## config.mk

```make
export PLATFORM = sky130hd
export DESIGN_NAME = uart_tx_piso
export DESIGN_NICKNAME = d
export VERILOG_FILES = /design/src/rtl/uart_pkg.sv /design/src/rtl/piso_shift_register.sv /design/src/rtl/uart_tx_piso.sv
export SDC_FILE = /design/constraint.sdc
export NUM_CORES = 1
export LEC_CHECK = 0
export CORE_AREA = 2 2 44 46
export DETAILED_ROUTE_END_ITERATION = 10
export DIE_AREA = 0 0 46 48
export DONT_BUFFER_PORTS = 1
export GPL_TIMING_DRIVEN = 0
export PLACE_DENSITY = 0.74
export SETUP_SLACK_MARGIN = 0.4
export SLEW_MARGIN = 10
export SYNTH_ARGS = -nofsm -noshare
export SYNTH_HDL_FRONTEND = slang
export SYNTH_SLANG_ARGS = --single-unit
```

## constraint.sdc

```tcl
create_clock -name clk -period 2.4 [get_ports clk]
set_clock_uncertainty 0.15 [all_clocks]
set_input_delay 0.36 -clock clk [delete_from_list [all_inputs] [get_ports clk]]
set_output_delay 0.36 -clock clk [all_outputs]
set_load 0.005 [all_outputs]
```

## src/rtl/uart_pkg.sv

```systemverilog
// uart_pkg: shared types and constants for the UART transmit path.
//   state_t    - transmitter FSM states (PARITY exists only when
//                UART_TX_PARITY_EN is defined)
//   START_BIT, STOP_BIT, IDLE_LEVEL - serial line levels
//   cnt_width  - baud counter width for a given CLKS_PER_BIT
package uart_pkg;

`ifdef UART_TX_PARITY_EN
  typedef enum logic [2:0] {IDLE, START, DATA, PARITY, STOP} state_t;
`else
  typedef enum logic [2:0] {IDLE, START, DATA, STOP} state_t;
`endif

  localparam logic START_BIT  = 1'b0;
  localparam logic STOP_BIT   = 1'b1;
  localparam logic IDLE_LEVEL = 1'b1;

  // $clog2(2) is 1, but clamp anyway so a degenerate value never yields a
  // zero-width counter.
  function automatic int cnt_width(input int clks);
    return (clks <= 2) ? 1 : $clog2(clks);
  endfunction

endpackage

```

## src/rtl/piso_shift_register.sv

```systemverilog
// piso_shift_register: parallel-in serial-out register, LSB first.
//   clk, reset  - clock, async active-high reset (clears the register)
//   load        - capture data_in (has priority over shift_en)
//   shift_en    - shift right by one, zero filled
//   data_in     - parallel word
//   serial_bit  - bit currently at the output position (reg[0])
//   next_bit    - bit that will be at the output after the next shift (reg[1])
module piso_shift_register #(
  parameter int W = 8
) (
  input  logic         clk,
  input  logic         reset,
  input  logic         load,
  input  logic         shift_en,
  input  logic [W-1:0] data_in,
  output logic         serial_bit,
  output logic         next_bit
);

  logic [W-1:0] sr;

  always_ff @(posedge clk or posedge reset) begin
    if (reset)         sr <= '0;
    else if (load)     sr <= data_in;
    else if (shift_en) sr <= {1'b0, sr[W-1:1]};
  end

  assign serial_bit = sr[0];
  // The owner registers its line output, so it needs the post-shift bit one
  // cycle early.
  assign next_bit   = sr[1];

endmodule

```

## src/rtl/uart_tx_piso.sv

```systemverilog
// uart_tx_piso: UART transmitter. Accepts a byte on a valid/ready handshake
// and sends start(0), INPUT_DATA_WIDTH data bits LSB first, optional even
// parity, stop(1). Each bit lasts CLKS_PER_BIT clocks.
//   clk, reset  - clock, async active-high reset (aborts any frame)
//   tx_data     - parallel byte, captured when tx_valid && tx_ready
//   tx_valid    - tx_data valid
//   tx_ready    - ready for a byte (high in IDLE and in the last stop cycle)
//   serial_out  - UART line, idle high, registered
//   tx_busy     - inverse of tx_ready
// Define UART_TX_PARITY_EN to insert an even-parity bit before the stop bit.
module uart_tx_piso
  import uart_pkg::*;
#(
  parameter int INPUT_DATA_WIDTH = 8,
  parameter int CLKS_PER_BIT     = 16
) (
  input  logic                        clk,
  input  logic                        reset,
  input  logic [INPUT_DATA_WIDTH-1:0] tx_data,
  input  logic                        tx_valid,
  output logic                        tx_ready,
  output logic                        serial_out,
  output logic                        tx_busy
);

  localparam int W     = INPUT_DATA_WIDTH;
  localparam int CNT_W = cnt_width(CLKS_PER_BIT);
  localparam logic [CNT_W-1:0] LAST     = CNT_W'(CLKS_PER_BIT - 1);
  localparam logic [CNT_W-1:0] PRE_LAST = CNT_W'(CLKS_PER_BIT - 2);
  localparam logic [2:0]       IDX_LAST = 3'(W - 1);

  state_t           state;
  logic [CNT_W-1:0] cnt;
  logic [2:0]       idx;
  logic             sr_bit, sr_next;
  logic             accept, bit_end;
`ifdef UART_TX_PARITY_EN
  logic             parity;
`endif

  // tx_ready is only high in IDLE or the final stop cycle, so this single
  // term covers both the normal and the back-to-back acceptance.
  assign accept  = tx_valid && tx_ready;
  assign bit_end = (cnt == LAST);
  assign tx_busy = ~tx_ready;

  piso_shift_register #(.W(W)) u_piso (
    .clk        (clk),
    .reset      (reset),
    .load       (accept),
    .shift_en   (state == DATA && bit_end),
    .data_in    (tx_data),
    .serial_bit (sr_bit),
    .next_bit   (sr_next)
  );

  always_ff @(posedge clk or posedge reset) begin
    if (reset) begin
      state      <= IDLE;
      cnt        <= '0;
      idx        <= '0;
      serial_out <= IDLE_LEVEL;
      tx_ready   <= 1'b1;
`ifdef UART_TX_PARITY_EN
      parity     <= 1'b0;
`endif
    end else if (accept) begin
      state      <= START;
      cnt        <= '0;
      idx        <= '0;
      serial_out <= START_BIT;
      tx_ready   <= 1'b0;
`ifdef UART_TX_PARITY_EN
      parity     <= ^tx_data;
`endif
    end else begin
      cnt <= (state == IDLE || bit_end) ? '0 : cnt + 1'b1;
      case (state)
        IDLE:  serial_out <= IDLE_LEVEL;
        START: if (bit_end) begin
          state      <= DATA;
          serial_out <= sr_bit;
        end
        DATA: if (bit_end) begin
          if (idx == IDX_LAST) begin
            idx <= '0;
`ifdef UART_TX_PARITY_EN
            state      <= PARITY;
            serial_out <= parity;
`else
            state      <= STOP;
            serial_out <= STOP_BIT;
`endif
          end else begin
            idx        <= idx + 1'b1;
            serial_out <= sr_next;
          end
        end
`ifdef UART_TX_PARITY_EN
        PARITY: if (bit_end) begin
          state      <= STOP;
          serial_out <= STOP_BIT;
        end
`endif
        STOP: begin
          // Raise ready one cycle early so a waiting byte is taken at the
          // end of the stop bit without an extra idle cycle.
          if (cnt == PRE_LAST) tx_ready <= 1'b1;
          if (bit_end)         state    <= IDLE;
        end
        default: begin
          state      <= IDLE;
          serial_out <= IDLE_LEVEL;
          tx_ready   <= 1'b1;
        end
      endcase
    end
  end

endmodule
```

==> results of run 1 <==
[repair_timing]
| item | CTS | global route |
|---|---|---|
| hold endpoints to repair | 18 | 0 |
| hold buffers | 2 | 0 |
| endpoints found under the setup margin | 0 | 0 |
| buffers inserted | 0 | 0 |
[synth_stat cells]
library cell,number,area share (%)
sky130_fd_sc_hd__nand2_1,16,6.0
sky130_fd_sc_hd__dfrtp_1,17,43
sky130_fd_sc_hd__or3_2,1,0.75
sky130_fd_sc_hd__a31oi_1,1,0.63
sky130_fd_sc_hd__xor2_1,1,0.88
sky130_fd_sc_hd__and3_4,1,1.1
sky130_fd_sc_hd__nand2_4,1,1.1
sky130_fd_sc_hd__nor2b_1,1,0.63
sky130_fd_sc_hd__buf_6,1,1.1
sky130_fd_sc_hd__ha_1,9,11
sky130_fd_sc_hd__mux2i_1,7,7.0
sky130_fd_sc_hd__o21ai_1,1,0.50
sky130_fd_sc_hd__a21oi_1,3,1.5
sky130_fd_sc_hd__nand3_1,7,3.5
sky130_fd_sc_hd__nand4_1,1,0.63
sky130_fd_sc_hd__o21ai_0,12,6.0
sky130_fd_sc_hd__and2_1,2,1.3
sky130_fd_sc_hd__dfstp_2,2,5.3
sky130_fd_sc_hd__xnor2_1,1,0.88
sky130_fd_sc_hd__o211a_1,1,1.0
sky130_fd_sc_hd__a32o_1,1,1.0
sky130_fd_sc_hd__clkbuf_1,2,0.75
sky130_fd_sc_hd__inv_1,5,1.9
sky130_fd_sc_hd__nor2_1,4,1.5
sky130_fd_sc_hd__or3_1,2,1.3
[power groups by stage]
stage	Combinational (mW)	Sequential (mW)	Clock (mW)
floorplan	0.300	0.531	0
global placement	0.350	0.551	0
detailed placement	0.360	0.559	0
CTS	0.371	0.551	0.160
global route	0.430	0.564	0.169
finish	0.366	0.549	0.160
[registers in the layout, indices dropped and copies added, names as in the netlist]
signal and flops:
serial_out 1, state 2, u_piso.sr 8, cnt 4
tx_ready 1, idx 3
[critical path: cells and delay by family, from the launching register on]
family	cells	cell delay [ns]
flip-flops	1	0.41
AO/OA/AOI/OAI	2	0.28
buffers and inverters	1	0.09
adder cells (fa/ha/maj)	1	0.31
AND/OR/NAND/NOR	2	0.48
[cells by family (layout without fill, tap and decap cells)]
kind of cell             after synthesis  after routing
AO/OA/AOI/OAI                         19             19
XOR/XNOR                               2              2
adder cells (fa/ha/maj)                9              9
buffers and inverters                  8             14
flip-flops                            19             19
multiplexers                           7              7
AND/OR/NAND/NOR                       36             36
[worst paths after layout]
| check | cells past startpoint | slack, ns | end |
|---|---|---|---|
| hold / removal | 2 | 0.02 | u_piso.sr[7]$_DFFE_PP0P_ |
| hold reg to reg | 2 | 0.36 | u_piso.sr[7]$_DFFE_PP0P_ |
| setup reg to reg | 6 | 0.57 | state[1]$_DFFE_PP0P_ |
| min in group asynchronous | 2 | 0.46 | u_piso.sr[7]$_DFFE_PP0P_ |
| setup / recovery | 6 | 0.57 | state[1]$_DFFE_PP0P_ |
| max in group asynchronous | 2 | 1.19 | u_piso.sr[5]$_DFFE_PP0P_ |
[per-stage QoR]
step	utilization, %	hold slack [ns]	total power [mW]
after floorplan	-	0.1597	0.8310
after global placement	60.44	0.2473	0.9004
after detailed placement	60.44	0.2541	0.9185
after CTS	63.19	0.02098	1.082
after global routing	63.19	0.02302	1.163
final	63.19	0.01514	1.076
[area by class of cell]
type | count | share of cell area, %
buffer | 3 | 1.759
timing repair buffer | 2 | 1.876
sequential | 19 | 44.78
inverter | 5 | 1.759
clock buffer | 4 | 2.462
tap | 17 | 1.993
multi-input combinational | 73 | 45.37
[layer usage]
layer  vias to the layer above  global-route usage (%)  wire length [um]
met5                         -                       0                 0
met4                         0                   6.857                25
met3                         4                   2.264                65
met2                        16                   29.44               835
met1                       326                   24.70               776
li1                        353                       -                 -
==> results.rst, run 1 <==
.. list-table::
   :header-rows: 1

   * - Metric
     - Value
   * - Outcome
     - completed
   * - Post-synthesis net count
     - 120
   * - Number of different library cells in the post-synthesis netlist
     - 25
   * - Clock edge transition at the registers on the reported setup and hold paths
     - 0.10 ns
   * - Combinational family with the most area after synthesis
     - simple AND/OR/NAND/NOR gates
   * - Mean number of vias per cell
     - 5.683
   * - Startpoint of the worst register-to-register path
     - state[0]$_DFFE_PP0P_
   * - Worst vdd rail ir drop
     - 0.4672 mV
   * - Compound-Gate Fraction of Synth Area
     - 10.64%
   * - Total power divided by cell area
     - between 1000 and 1500 nW/um2
   * - Source of the worst hold timing path
     - tx_data[7]
   * - Largest net degree at the start of global routing
     - 20
   * - Gates resized, CTS repair
     - 0
   * - Longest Clk Path Bufs
     - 2
   * - Top Ports
     - 14
   * - Post-synthesis register bit count
     - 19
   * - Setup violations, final
     - 0
   * - First drt pass iteration count
     - 4
   * - Placement-stage cell area
     - between 1000 and 1500 um2
   * - Footprint of the multi-input gates
     - approximately 480 um2
   * - Total Nets Final
     - 127
   * - HPWL after DPL
     - ~1.2 mm
   * - Net switching power
     - 0.3890 mW
   * - Count of fill cells added during filler insertion
     - 145
   * - Total standard cell area after synthesis
     - 999.7 um2
   * - Row Count
     - 15
   * - Total global routing track utilization
     - 18.08%
   * - Number of buffers created by CTS
     - 3
   * - Post-Synthesis Mean Instance Area
     - around 10 um2
   * - Kind of launch point of the worst setup path
     - register
   * - Number of warnings reported in the yosys synthesis log
     - 0
   * - Fraction of final layout cells sized beyond drive strength 1
     - under 10%
   * - Vertical die dimension
     - 48 um
   * - Total via count in the routed design
     - 699
   * - Antenna violations before repair
     - 0
   * - Crit end category
     - register
   * - DRC violations left
     - 0
   * - Max-capacitance violation count
     - 0
   * - Layout area overhead
     - 6.758%
   * - Drt first-iter violations
     - 12
   * - Cell-internal power
     - 0.6868 mW
   * - Most common cell after layout, fill and taps aside
     - sky130_fd_sc_hd__dfrtp_1
   * - Clock tree from TritonCTS
     - built
   * - Post-route non-filler standard cell count
     - 123
   * - Setup TNS
     - 0 ns
   * - CORE AREA
     - 1689 um2
   * - Routed wire length
     - around 1.7 mm
   * - H-tree Lvls
     - 1
   * - Time the worst path needs with I/O delays and setup
     - approximately 1.8 ns
   * - Count of final hold-check violations
     - 0
   * - Simple-gate portion of the synthesized area
     - 17.77%
   * - Overflow left after global routing
     - 0
   * - DRT antenna net count
     - 0
   * - Reg power frac
     - between 50% and 60%
   * - Placer's final routability congestion estimate
     - 0.8529
   * - Routed len/inst
     - 13.85 um
   * - Portion of the clock cycle consumed by the worst path in the final layout
     - 76.06%
   * - First-pass GRT wire length
     - 2.829 mm
   * - Normalized max-slew margin
     - 52.04%
   * - Number of cells in the design after placement
     - 117
   * - Worst EP arrival
     - 1.87 ns
   * - Width of the chip
     - 46 um
   * - Post-Syn Instances
     - 100
   * - Xor and xnor fraction of the mapped netlist area
     - roughly 1.8%
   * - Delay contributed by the slowest stage of the critical path
     - 0.41 ns
   * - ANT cells
     - 0
   * - Most used cells in the layout excluding fill and tap cells
     - sky130_fd_sc_hd__dfrtp_1 (17), sky130_fd_sc_hd__nand2_1 (16), sky130_fd_sc_hd__o21ai_0 (12)
   * - Critical-path maximum fanout
     - 7
   * - Chain of cells forming the critical path
     - inv_1, ha_1, or3_1, nand2_1, o21ai_0, a32o_1
   * - Area used by sequential logic in the layout
     - 478.0 um2
   * - Post-layout worst setup margin
     - between 0.5 and 0.6 ns
   * - Leakage power total
     - around 0.54 nW
   * - Top achievable clock speed
     - 0.5478 GHz
   * - Switching power as a share of total power
     - 36.16%
   * - Logic gate share of total power
     - 34.0%
   * - DIE AREA
     - 2208 um2
   * - Type of the worst setup path
     - register to register
   * - Effective utilization at floorplan
     - 59.19%
   * - Clock root buffer
     - sky130_fd_sc_hd__clkbuf_4
   * - RSZ-0062 raised after global routing
     - no
   * - Critical-path top delay cell
     - sky130_fd_sc_hd__dfrtp_1
   * - Number of global-route vias before repair
     - 670
   * - Beginning of the critical path
     - state[0]$_DFFE_PP0P_
   * - Clock latency on the worst-skew pair
     - just under 0.3 ns
   * - Clock sink count
     - 19
   * - Max Transition Viols Final
     - 0
   * - Clock share of power
     - 14.9%
   * - Slew at the pin closest to its max-slew limit
     - 0.7186 ns
   * - Area share of fa/ha/maj cells after synthesis
     - between 10% and 20%
   * - Mux cell area share after synthesis
     - between 7 and 8%
   * - Total non-filler cell area in the finished layout
     - 1067 um2
   * - Min-Delay Path Class
     - primary input to register
   * - Count of buffers inserted at the top-level ports
     - 0
   * - Worst setup timing slack at the placement stage
     - 0.5760 ns
   * - Share of synthesized area occupied by flip-flops and latches
     - between 40% and 50%
   * - Worst endpoint required time
     - 2.44 ns
No activity file was read; power rests on OpenSTA's default activity.
==> run 2, diff against run 1 <==
Clock period 2.4 ns to 1.82 ns, I/O delays scaled along.
==> run 2 against run 1 <==
Critical path type unchanged. Die area stayed put. Cell area is 35% higher. Maximum frequency rose by 6.7%. Cell count grew 21%. Register-to-register slack got worse by 0.47 ns. Non-clock buffer count increased by 26. Highest routed layer unchanged. Flip-flop and latch count is the same. Critical path depth is 1 lower. Critical endpoint unchanged. Power grew 71%.
==> results.rst, run 2 (synthesis gave the netlist of run 1 again) <==
.. list-table::
   :header-rows: 1

   * - Metric
     - Value
   * - Outcome
     - completed
   * - Worst vdd rail ir drop
     - 0.8397 mV (+80%)
   * - Top achievable clock speed
     - 0.5843 GHz (+6.7%)
   * - Vertical die dimension
     - 48 um (unchanged)
   * - Most common cell after layout, fill and taps aside
     - sky130_fd_sc_hd__dfrtp_1
   * - HPWL after DPL
     - 1.255 mm (+1.3%)
   * - Fraction of final layout cells sized beyond drive strength 1
     - 40.91% (+32 points)
   * - RSZ-0062 raised after global routing
     - yes
   * - Crit-path leading delay family
     - flip-flops
   * - Clock sink count
     - 19 (unchanged)
   * - Effective utilization at floorplan
     - 59.19% (unchanged)
   * - DRT antenna net count
     - 0 (unchanged)
   * - Placer's final routability congestion estimate
     - 0.8900 (+4.3%)
   * - CORE AREA
     - 1689 um2 (unchanged)
   * - Count of buffers inserted at the top-level ports
     - 0 (unchanged)
   * - Max Transition Viols Final
     - 0 (unchanged)
   * - Portion of the clock cycle consumed by the worst path in the final layout
     - 94.04% (+18 points)
   * - Setup TNS
     - 0 ns (unchanged)
   * - Largest net degree at the start of global routing
     - 20 (unchanged)
   * - Number of global-route vias before repair
     - 866 (+29%)
   * - Worst endpoint required time
     - 1.87 ns (-0.57 ns)
   * - Normalized max-slew margin
     - 50.70% (-1.3 points)
   * - Area used by sequential logic in the layout
     - 480.5 um2 (+0.52%)
   * - Clock edge transition at the registers on the reported setup and hold paths
     - 0.11 ns (about the same)
   * - Total Nets Final
     - 153 (+20%)
   * - Number of buffers created by CTS
     - 3 (unchanged)
   * - Delay contributed by the slowest stage of the critical path
     - 0.48 ns (+0.07 ns)
   * - First-pass GRT wire length
     - 3.677 mm (+30%)
   * - Total global routing track utilization
     - 24.46% (+6.4 points)
   * - Critical-path top delay cell
     - sky130_fd_sc_hd__dfrtp_2
   * - Antenna violations before repair
     - 0 (unchanged)
   * - Footprint of the multi-input gates
     - 600.6 um2 (+24%)
   * - DIE AREA
     - 2208 um2 (unchanged)
   * - Max-capacitance violation count
     - 0 (unchanged)
   * - Count of final hold-check violations
     - 0 (unchanged)
   * - Top Ports
     - 14 (unchanged)
   * - Width of the chip
     - 46 um (unchanged)
   * - Reg power frac
     - 41.5% (-9.6 points)
   * - Min-Delay Path Class
     - primary input to register
   * - Crit end category
     - register
   * - H-tree Lvls
     - 1 (unchanged)
   * - Drt first-iter violations
     - 23 (+11)
   * - Utilization after layout
     - 85.26% (+22 points)
   * - Number of cells in the design after placement
     - 117 (unchanged)
   * - Switching power as a share of total power
     - 38.64% (+2.5 points)
   * - Register with the most flip-flops
     - u_piso.sr
   * - Leakage power total
     - 0.6704 nW (+25%)
   * - Logic gate share of total power
     - 46.3% (+12 points)
   * - Clock share of power
     - 12.2% (-2.7 points)
   * - Clock tree from TritonCTS
     - built
   * - Clock latency on the worst-skew pair
     - 0.31 ns (+0.02 ns)
   * - First drt pass iteration count
     - 4 (unchanged)
   * - Biggest regs
     - u_piso.sr (8), cnt (4), idx (3)
   * - Post-Route Hold Slack
     - 0.06383 ns (+0.04868 ns)
   * - Post-route non-filler standard cell count
     - 149 (+21%)
   * - ANT cells
     - 0 (unchanged)
   * - Worst setup timing slack at the placement stage
     - 0.1206 ns (-0.4554 ns)
   * - Slew at the pin closest to its max-slew limit
     - 0.7387 ns (+0.02014 ns)
   * - Most used cells in the layout excluding fill and tap cells
     - sky130_fd_sc_hd__dfrtp_1 (15), sky130_fd_sc_hd__buf_4 (14), sky130_fd_sc_hd__nand2_1 (13)
   * - Longest Clk Path Bufs
     - 2 (unchanged)
   * - Buffers and inverters on the worst path
     - 0 (-1)
   * - Worst EP arrival
     - 1.76 ns (-0.11 ns)
   * - DRC violations left
     - 0 (unchanged)
   * - Cell-internal power
     - 1.130 mW (+65%)
   * - Setup violations, final
     - 0 (unchanged)
   * - Kind of launch point of the worst setup path
     - register
   * - Routed wire length
     - 2.706 mm (+59%)
   * - Overflow left after global routing
     - 0 (unchanged)
   * - Total power
     - 1.842 mW (+71%)
   * - Row Count
     - 15 (unchanged)
   * - Chain of cells forming the critical path
     - ha_4, or3_4, nand2_2, o21ai_0, a32o_1
   * - Routed len/inst
     - 18.16 um (+31%)
   * - Placement-stage cell area
     - 1041 um2 (+2.0%)
   * - Type of the worst setup path
     - register to register
   * - Count of fill cells added during filler insertion
     - 86 (-41%)
   * - Max reg flops
     - 8 (unchanged)
   * - Time the worst path needs with I/O delays and setup
     - 1.711 ns (-0.1140 ns)
   * - Total via count in the routed design
     - 900 (+29%)
   * - Clock root buffer
     - sky130_fd_sc_hd__clkbuf_4
   * - Layout area overhead
     - 44.05%
   * - Mean number of vias per cell
     - 6.040 (+6.3%)
   * - Total power divided by cell area
     - 1279 nW/um2 (+27%)
   * - Critical-path maximum fanout
     - 5 (-2)
   * - Net switching power
     - 0.7119 mW (+83%)
   * - Post-layout worst setup margin
     - 0.1086 ns (-0.4660 ns)
   * - Total non-filler cell area in the finished layout
     - 1440 um2 (+35%)
-- run 2: routing by layer --
metal / share of wire, % / vias up / track usage (%)
met1: 39 / 445 / 29.64
met3: 5.4 / 8 / 3.019
met2: 54 / 40 / 42.22
met5: 0 / - / 0
li1: - / 407 / -
met4: 1.7 / 0 / 13.71
-- run 2: power by group through the flow --
stage                     Sequential (mW)  Clock, mW  Combinational (mW)
after detailed placement            0.744          0               0.499
after CTS                           0.738      0.218               0.709
after global routing                0.777      0.236               0.929
after floorplan                     0.707          0               0.411
after global placement              0.732          0               0.479
final                               0.765      0.225               0.853
-- run 2: final cells by class --
class	instances	area share [%]
buffer	3	1.738
sequential	19	33.36
timing repair buffer	28	18.51
inverter	5	1.303
clock inverter	1	0.3475
multi-input combinational	73	41.70
tap	17	1.477
clock buffer	3	1.564
-- run 2: final timing paths --
path / startpoint / end / slack [ns] / depth (start not counted)
setup / recovery: state[1]$_DFFE_PP0P_ / state[1]$_DFFE_PP0P_ / 0.11 / 5
hold / removal: tx_valid / serial_out$_DFFE_PP1P_ / 0.06 / 2
setup reg to reg: state[1]$_DFFE_PP0P_ / state[1]$_DFFE_PP0P_ / 0.11 / 5
hold reg to reg: u_piso.sr[7]$_DFFE_PP0P_ / u_piso.sr[7]$_DFFE_PP0P_ / 0.38 / 2
max in group asynchronous: reset / state[0]$_DFFE_PP0P_ / 0.64 / 2
min in group asynchronous: reset / u_piso.sr[7]$_DFFE_PP0P_ / 0.37 / 2
-- run 2: worst reg2reg max path, delay by kind of cell (launching register included) --
kind / cells / cell delay, ns
AND/OR/NAND/NOR: 2 / 0.46
AO/OA/AOI/OAI: 2 / 0.32
adder cells (fa/ha/maj): 1 / 0.20
flip-flops: 1 / 0.48
-- run 2: repair_timing --
item / CTS / global route
gates cloned: 1 / 0
endpoints found under the setup margin: 18 / 18
endpoints found under the hold margin: 26 / 0
pin swaps: 12 / 11
gates resized for setup: 25 / 16
buffers inserted: 14 / 3
hold buffers: 10 / 0
